**config.mk**
```make
export PLATFORM = sky130hd
export DESIGN_NAME = pipe_stage_reg
export DESIGN_NICKNAME = d
export VERILOG_FILES = /design/src/rtl/pipe_stage_reg.sv
export SDC_FILE = /design/constraint.sdc
export NUM_CORES = 1
export LEC_CHECK = 0
export BUFFER_PORTS_ARGS = -buffer_cell sky130_fd_sc_hd__buf_2
export CORE_ASPECT_RATIO = 0.7
export CORE_MARGIN = 10
export CORE_UTILIZATION = 52
export CTS_CLUSTER_DIAMETER = 40
export CTS_CLUSTER_SIZE = 8
export DETAILED_ROUTE_END_ITERATION = 16
export PLACE_DENSITY = 0.87
export SLEW_MARGIN = 5
export SYNTH_ARGS = -nofsm -noshare
export SYNTH_HDL_FRONTEND = slang
export SYNTH_SLANG_ARGS = --single-unit
```
**constraint.sdc**
```tcl
create_clock -name clk -period 2.17 [get_ports clk]
set_clock_uncertainty 0.2 [all_clocks]
set_input_delay 0.434 -clock clk [delete_from_list [all_inputs] [get_ports clk]]
set_output_delay 0.434 -clock clk [all_outputs]
set_load 0.05 [all_outputs]
```
**src/rtl/pipe_stage_reg.sv**
```systemverilog
// Pipeline stage register with valid/ready handshake, optional two-entry skid buffer,
// flush and all-zero bubble insertion, plus a saturating stall counter.
module pipe_stage_reg #(
    parameter int unsigned DATA_W = 32,
    parameter int unsigned CTRL_W = 3,
    parameter int unsigned SKID   = 1,
    parameter int unsigned CNT_W  = 16
) (
    input  logic              clk,
    input  logic              CLR,
    input  logic              flush,
    input  logic              in_valid,
    output logic              in_ready,
    input  logic [31:0]       IR_in,
    input  logic [31:0]       PC_in,
    input  logic [DATA_W-1:0] data_in,
    input  logic [CTRL_W-1:0] ctrl_in,
    output logic              out_valid,
    input  logic              out_ready,
    output logic [31:0]       IR,
    output logic [31:0]       PC,
    output logic [DATA_W-1:0] data,
    output logic [CTRL_W-1:0] ctrl,
    output logic [CNT_W-1:0]  stall_cnt
);

    localparam int unsigned EntW = 64 + DATA_W + CTRL_W;

    logic [EntW-1:0]  in_ent;
    logic [EntW-1:0]  m_q, m_d, s_q, s_d;
    logic             m_valid_q, m_valid_d, s_valid_q, s_valid_d;
    logic [CNT_W-1:0] cnt_q, cnt_d;
    logic             accept, m_free;

    assign in_ent = {IR_in, PC_in, data_in, ctrl_in};

    // With the skid buffer, in_ready depends only on registered state.
    assign in_ready = (SKID != 0) ? ~s_valid_q : (~m_valid_q | out_ready);
    assign accept   = in_valid & in_ready;
    assign m_free   = ~m_valid_q | out_ready;

    always_comb begin
        m_d       = m_q;
        m_valid_d = m_valid_q;
        s_d       = s_q;
        s_valid_d = s_valid_q;
        cnt_d     = cnt_q;
        if (flush) begin
            m_d       = '0;
            m_valid_d = 1'b0;
            s_d       = '0;
            s_valid_d = 1'b0;
        end else begin
            if (m_valid_q && !out_ready && (cnt_q != '1)) begin
                cnt_d = cnt_q + {{(CNT_W-1){1'b0}}, 1'b1};
            end
            if (m_free) begin
                if (s_valid_q) begin
                    m_d       = s_q;
                    m_valid_d = 1'b1;
                    s_d       = '0;
                    s_valid_d = 1'b0;
                end else if (accept) begin
                    m_d       = in_ent;
                    m_valid_d = 1'b1;
                end else begin
                    m_d       = '0;
                    m_valid_d = 1'b0;
                end
            end else if (accept && (SKID != 0)) begin
                s_d       = in_ent;
                s_valid_d = 1'b1;
            end
        end
    end

    always_ff @(posedge clk) begin
        if (CLR) begin
            m_q       <= '0;
            m_valid_q <= 1'b0;
            s_q       <= '0;
            s_valid_q <= 1'b0;
            cnt_q     <= '0;
        end else begin
            m_q       <= m_d;
            m_valid_q <= m_valid_d;
            s_q       <= s_d;
            s_valid_q <= s_valid_d;
            cnt_q     <= cnt_d;
        end
    end

    // Fields of an invalid entry are always zero, so outputs come straight from M.
    assign out_valid         = m_valid_q;
    assign {IR, PC, data, ctrl} = m_q;
    assign stall_cnt         = cnt_q;

endmodule

```
======== Word-level counts from Yosys, hierarchy flattened ========
Cells that the tools add are included.
storage, ports and cells
  register bits after elaboration ......... 216
  input port bits ......................... 104
  output and inout port bits .............. 117
  word-level logic and storage cells ...... 28
cells by class
  add/subtract/negate cells ............... 1
  equal/unequal tests ..................... 2
  mux-type cells .......................... 7
  bitwise operators ....................... 5
  reduce and logical (&&, ||, !) cells .... 8
operators with widths
  operator                                                         count
  99-bit two-way mux                                               5
  16-bit by 1-bit adder with 16-bit output, second input constant  1
  16-bit inequality test, second input constant                    1
  2-bit AND reduction                                              2
  1-bit NOT                                                        3
  3-bit OR reduction                                               1
  1-bit logical AND                                                2
  1-bit two-way mux                                                2
  2-bit inequality test, second input constant                     1
  2-bit nonzero test                                               1
  2-bit OR reduction                                               1
  1-bit AND                                                        1
  1-bit zero test                                                  1
  1-bit bitwise OR                                                 1

======== Logic depth before layout (Yosys ltp) ========
Gate-level depths: netlist (run 1).
  word-level depth ........................ 4
  depth in mapped cells ................... 7

======== Worst setup path after synthesis (run 1) ========
OpenSTA, ideal clock, no wires.
  kind .................................... register -> register
  start ................................... register cnt_q[9], in the netlist stall_cnt[9]
  end ..................................... register cnt_q[13], in the netlist stall_cnt[13]
  arrival ................................. 2.155 ns
  required time ........................... 1.900 ns
  path slack .............................. -0.255 ns
  stages on the path, launching flop included .. 6
  buffers on the path ..................... 1
  period minus slack after synthesis ...... 2.425 ns
  path through ............................ dfxtp_1 > nand4_2 > or4_1 > clkbuf_2 > or4_1 > a21oi_1
between the ends
  longest elaborated chain between the ends .. 3
  elaborated cells between the ends (all ways) .. 4
RTL lines
  what                                                                                              line  text
  from (decl)                                                                                       32    logic [CNT_W-1:0] cnt_q, cnt_d;
  from (signal assigned)                                                                            89    cnt_q <= cnt_d;
  parallel branches: the longest is 3 deep, another holds 16-bit by 1-bit adder with 16-bit output  n/a
Several ways; the timed one is not identified.
A chain may end at the register's enable or synchronous reset.

======== Worst setup path in the final report (run 1) ========
  start ................................... register s_valid_q
  end ..................................... output in_ready
between the ends
  longest elaborated chain between the ends .. 1
RTL lines
  what                    line  text
  from (decl)             31    logic m_valid_q, m_valid_d, s_valid_q, s_valid_d;
  from (signal assigned)  88    s_valid_q <= s_valid_d;
  1-bit NOT               38    assign in_ready = (SKID != 0) ? ~s_valid_q : (~m_valid_q | out_ready);
  to (decl)               13    output logic in_ready,
No other way between the ends.

==> results of run 1 <==
==> state kept, by name, summed over array words and instances, names as in the netlist <==
register,flops
s_valid_q,1
stall_cnt,16
s_q,99
m_q,99
out_valid,1
==> critical path, delay by kind of cell (launching register included) <==
family / cells / cell delay [ps]
flip-flops: 1 / 420
buffers and inverters: 3 / 510
==> cells in the mapped netlist, types with 8 or more instances <==
cell type / instances / area (um^2)
nor3_1: 103 / 515
a221oi_1: 99 / 867
a22o_1: 54 / 473
a22oi_1: 45 / 338
a21oi_1: 13 / 65.1
buf_1: 8 / 30.0
nor2_1: 148 / 556
clkbuf_1: 64 / 240
dfxtp_1: 216 / 4320
buf_2: 11 / 55.1
==> through the flow <==
stage | hold slack, ps | setup WS [ps] | instance area, um^2
after detailed placement | 257 | -13.1 | 9400
final | 18.2 | 70.1 | 11200
after floorplan | 242 | 1.41 | 7980
after global placement | 256 | 37.8 | 9400
after global routing | 8.54 | -4.29 | 11200
after CTS | 0.880 | 32.7 | 11200
==> per-layer routing <==
layer	wire length, um	part of all wire (%)
met1	11300	40
met4	885	3.1
met5	0	0
met2	13200	47
met3	2780	9.9
==> worst max path at each step <==
stage | endpoint
finish | in_ready
global route | m_q[10]
CTS | stall_cnt[15]
detailed placement | s_q[42]
global placement | s_q[50]
floorplan | stall_cnt[13]
==> layout make-up <==
type | count | area (um^2)
Inverter | 5 | 18.8
Multi-Input combinational cell | 528 | 3350
Antenna cell | 5 | 12.5
Clock inverter | 3 | 18.8
Clock buffer | 34 | 787
Sequential cell | 216 | 4350
Timing Repair Buffer | 341 | 2390
Fill cell | 968 | 3640
Tap cell | 195 | 244
==> report_power, final <==
| group | internal [W] | total, W | switching [W] |
|---|---|---|---|
| registers | 0.00404 | 0.00409 | 0.0000454 |
| logic | 0.000373 | 0.000985 | 0.000611 |
| clock network | 0.00250 | 0.00408 | 0.00158 |
==> cells by family (layout without fill, tap and decap cells) <==
| kind of cell | Yosys count | in the layout | synth area share, % |
|---|---|---|---|
| flops | 216 | 216 | 54.4 |
| other cells | 0 | 5 | 0 |
| buf+inv | 89 | 383 | 4.39 |
| compound gates | 231 | 231 | 23.8 |
| simple gates | 296 | 296 | 17.3 |
| fa+ha+maj | 1 | 1 | 0.157 |
==> timing repair <==
| action | CTS | global route |
|---|---|---|
| hold endpoints to repair | 94 | 0 |
| setup endpoints to repair | 1 | 3 |
| gates resized for setup | 1 | 2 |
| hold buffers | 94 | 0 |
==> run_results.csv, run 1 <==
group,metric,value,unit
run_status,run_status,"finished clean",
global_routing,grt_pass1_wl,44.2,mm
pwr,power.density,820,nW/um^2
synth,ys_ff_latch,216,
cells_and_area,nets,1228,
sta,finalSetupTns,0,ps
critical_path,cp_slowest_stage_delay,420,ps
floorplanning,ios,221,
clocking,cts.sinks,216,
floorplanning,core,14800,um^2
critical_path,crit_required,1540,ps
global_routing,overflow,0,
routing,vias,8401,
routing,wl_per_cell,21.2,um
synth,syn-num-nets,938,
global_routing,grt_pass1_vias,8057,
sta,hold_violations,0,
worst_hold_path,hold_class,"input pin to flop",
routing,vias_per_cell,6.33,
global_routing,busiest_layer,"met2",
worst_hold_path,holdPathEnd,"s_valid_q",
cells_and_area,utilization,75.4,%
global_routing,use_met2,39.8,%
critical_path,rr_endpoint,"s_q[25]",
cells_and_area,final_common_cell,"buf_2",
cells_and_area,instances_no_fill,1327,
synth,syn_inst,833,
job,drv_cap,0,
clocking,cts_setup_buffers,0,
sta,relSlewSlack,37.7,%
global_routing,grt_use_total,25.6,%
sta,rsz0062_at_grt,"true",
global_routing,met1_usage,33.0,%
clocking,h-tree-depth,1,
critical_path,cp-start-kind,"flop",
floorplanning,start_util,53.7,%
clocking,cts_buffers,31,
critical_path,r2r_slack,80,ps
sta,fmax,476,MHz
pwr,peakVddDrop,618,uV
critical_path,critical_path_class,"flop to output pin",
routing,detail-route-antenna-nets,0,
floorplanning,fp-row-count,37,
worst_hold_path,hp-start,"in_valid",
critical_path,cpMaxStageDelayCell,"dfxtp_4",
pwr,finalPower,0.00916,W
sta,tightest_slew,932,ps
synth,synth_area,7950,um^2
floorplanning,die_x,168,um
cells_and_area,syn2layout_area_growth,40.5,%
placed_design,dp_hpwl,16.3,mm
global_routing,use_met3,6.94,%
clocking,cts_root_buf,"clkbuf_16",
worst_hold_path,hold_path_depth,3,
sta,setup_viol,0,
floorplanning,die_h,123,um
clocking,clkLatencyLatePin,530,ps
sta,drv_slew,0,
global_routing,grt_max_degree,106,
critical_path,endpoint_kind,"output pin",
routing,drt_first_iter_violations,1205,
clocking,cts_buffer_depth,3,
placed_design,gp_congestion,0.909,
synth,avgSynthCellArea,9.54,um^2
synth,synth-async-reset-ratio,0,%
critical_path,crit_path_start,"s_valid_q",
placed_design,dp.cells,1191,
critical_path,path_cells,"buf_8 -> inv_1 -> buf_2",
critical_path,worstRegToRegCells,5,
sta,post-route-period-util,96.8,%
critical_path,critPathArrivalTime,1470,ps
clocking,cts_tree,"yes",
synth,synth_edf_count,0,
critical_path,crit_fanout,31,
sta,min_period,2100,ps
critical_path,r2r_start,"s_valid_q",
synth,synth_cell_type_count,43,
placed_design,io_buffers,220,
floorplanning,die_area,20700,um^2
synth,ys_warn_count,0,
routing,drc,0,
global_routing,grt_antenna_before_repair,1,
routing,route.final.wire_length,28.2,mm
pwr,leakage,4.77,nW
routing,dr.pass1.iters,6,
clocking,cts.clk_slew.worst_paths,50,ps
cells_and_area,final_cell_mix,"buf_2, dfxtp_1, nor2_1",
synth,ys_seq_area_share,54.4,%
cells_and_area,drive_gt1_share,27.5,%
synth,ys.flop_type,"dfxtp_1",
(Power assumes the default switching activity.)
==> run 2, diff against run 1 <==
RECOVER_POWER = 50   (was default)
==> run_results.csv, run 2 (synthesis gave the netlist of run 1 again) <==
group,metric,value,unit
run_status,run_status,"finished clean",
pwr,peakVddDrop,615,uV
cells_and_area,nets,1228,
pwr,p_int,0.00691,W
floorplanning,fp-row-count,37,
cells_and_area,nFillCells,1033,
critical_path,critical_path_class,"flop to output pin",
global_routing,overflow,0,
routing,drt_first_iter_violations,1280,
routing,vias,8416,
sta,hold_violations,0,
cells_and_area,drive_gt1_share,18.9,%
cells_and_area,final_cell_mix,"dfxtp_1, nor2_1, buf_2",
placed_design,dp_hpwl,16.3,mm
global_routing,grt_use_total,25.6,%
sta,fmax,477,MHz
routing,wl_per_cell,21.3,um
global_routing,grt_pass1_vias,8057,
floorplanning,die_x,168,um
critical_path,endpoint,"in_ready",
clocking,cts_setup_buffers,0,
floorplanning,core,14800,um^2
sta,tightest_slew,930,ps
floorplanning,die_h,123,um
critical_path,r2r_start,"stall_cnt[5]",
critical_path,cp-start-kind,"flop",
pwr,power.sequential.fraction,44.8,%
worst_hold_path,hp-start,"PC_in[14]",
pwr,clkPwrFrac,44.6,%
cells_and_area,final_common_cell,"dfxtp_1",
sta,finalSetupTns,0,ps
critical_path,r2r_slack,70,ps
critical_path,worstRegToRegCells,4,
routing,route.final.wire_length,28.2,mm
critical_path,crit_fanout,31,
global_routing,grt_antenna_before_repair,1,
clocking,cts_buffers,31,
sta,min_period,2100,ps
global_routing,grt_pass1_wl,44.2,mm
cells_and_area,instances_no_fill,1327,
critical_path,critPathArrivalTime,1460,ps
clocking,cts.clk_slew.worst_paths,50,ps
clocking,cts_tree,"yes",
clocking,h-tree-depth,1,
sta,relSlewSlack,37.9,%
clocking,cts_buffer_depth,3,
placed_design,pre_cts_ws,-13.1,ps
critical_path,crit_path_start,"s_valid_q",
routing,detail-route-antenna-nets,0,
pwr,p_sw,0.00224,W
sta,drv_slew,0,
floorplanning,start_util,53.7,%
global_routing,grt_max_degree,106,
pwr,leakage,4.35,nW
critical_path,rr_endpoint,"stall_cnt[15]",
floorplanning,ios,221,
placed_design,gp_congestion,0.909,
clocking,cts.sinks,216,
critical_path,crit_required,1540,ps
worst_hold_path,hold_class,"input pin to flop",
sta,fin_hold_ws,13.2,ps
routing,drc,0,
cells_and_area,seq_area,4350,um^2
cells_and_area,multi_input_area,3350,um^2
pwr,power.density,828,nW/um^2
pwr,swShare,24.5,%
sta,worst_slack,72.8,ps
critical_path,endpoint_kind,"output pin",
pwr,finalPower,0.00914,W
placed_design,io_buffers,220,
clocking,cts_root_buf,"clkbuf_16",
floorplanning,die_area,20700,um^2
sta,post-route-period-util,96.6,%
sta,setup_viol,0,
clocking,clkLatencyLatePin,530,ps
routing,vias_per_cell,6.34,
placed_design,dp.cells,1191,
routing,dr.pass1.iters,5,
sta,rsz0062_at_grt,"true",
pwr,power_frac_comb,10.6,%
job,drv_cap,0,
cells_and_area,syn2layout_area_growth,38.9,%
-- run 2: area by class of cell --
class / instances / share of cell area (%)
Antenna cell: 5 / 0.113
Clock buffer: 34 / 7.13
Clock inverter: 3 / 0.170
Inverter: 5 / 0.170
Multi-Input combinational cell: 528 / 30.3
Sequential cell: 216 / 39.4
Tap cell: 195 / 2.21
Timing Repair Buffer: 341 / 20.5
-- run 2: power groups by stage --
stage | Combinational, W | Clock, W | Sequential, W
detailed placement | 0.000819 | 0 | 0.00416
global route | 0.00103 | 0.00429 | 0.00409
finish | 0.000969 | 0.00408 | 0.00409
global placement | 0.000809 | 0 | 0.00416
CTS | 0.000958 | 0.00414 | 0.00409
floorplan | 0.000284 | 0 | 0.00438
-- run 2: worst min-delay path by stage --
stage / slack [ps] / end / cells past startpoint
6_report: 10 / s_q[49] / 3
5_1_grt: 9 / s_q[42] / 3
4_1_cts: 0.9 / s_q[1] / 3
3_5_place_dp: 260 / s_q[50] / 1
3_3_place_gp: 260 / s_q[10] / 1
2_1_floorplan: 240 / s_q[0] / 1
-- run 2: critical path, stage by stage, from the launching register on --
cell	delay [ps]
dfxtp_4	420
buf_8	240
inv_1	60
buf_2	210
-- run 2: timing repair --
action | in CTS | in global routing
pin swaps | 0 | 0
endpoints found under the setup margin | 1 | 3
gates resized for setup | 1 | 2
hold buffers | 94 | 0
hold endpoints to repair | 94 | 0
-- run 2: layer usage --
layer  global-route usage [%]  vias up  routed length [um]
li1                         -     3739                   -
met1                     33.0     4034               11500
met2                     39.8      552               13000
met3                     6.94       91                2700
met4                     11.1        0                1010
met5                        0        -                   0
-- run 2: per-stage QoR --
| step | utilization, % | cell area [um^2] |
|---|---|---|
| finish | 74.5 | 11000 |
| detailed placement | 63.5 | 9400 |
| CTS | 75.3 | 11200 |
| global route | 74.5 | 11000 |
| global placement | 63.5 | 9400 |
| floorplan | - | 7980 |
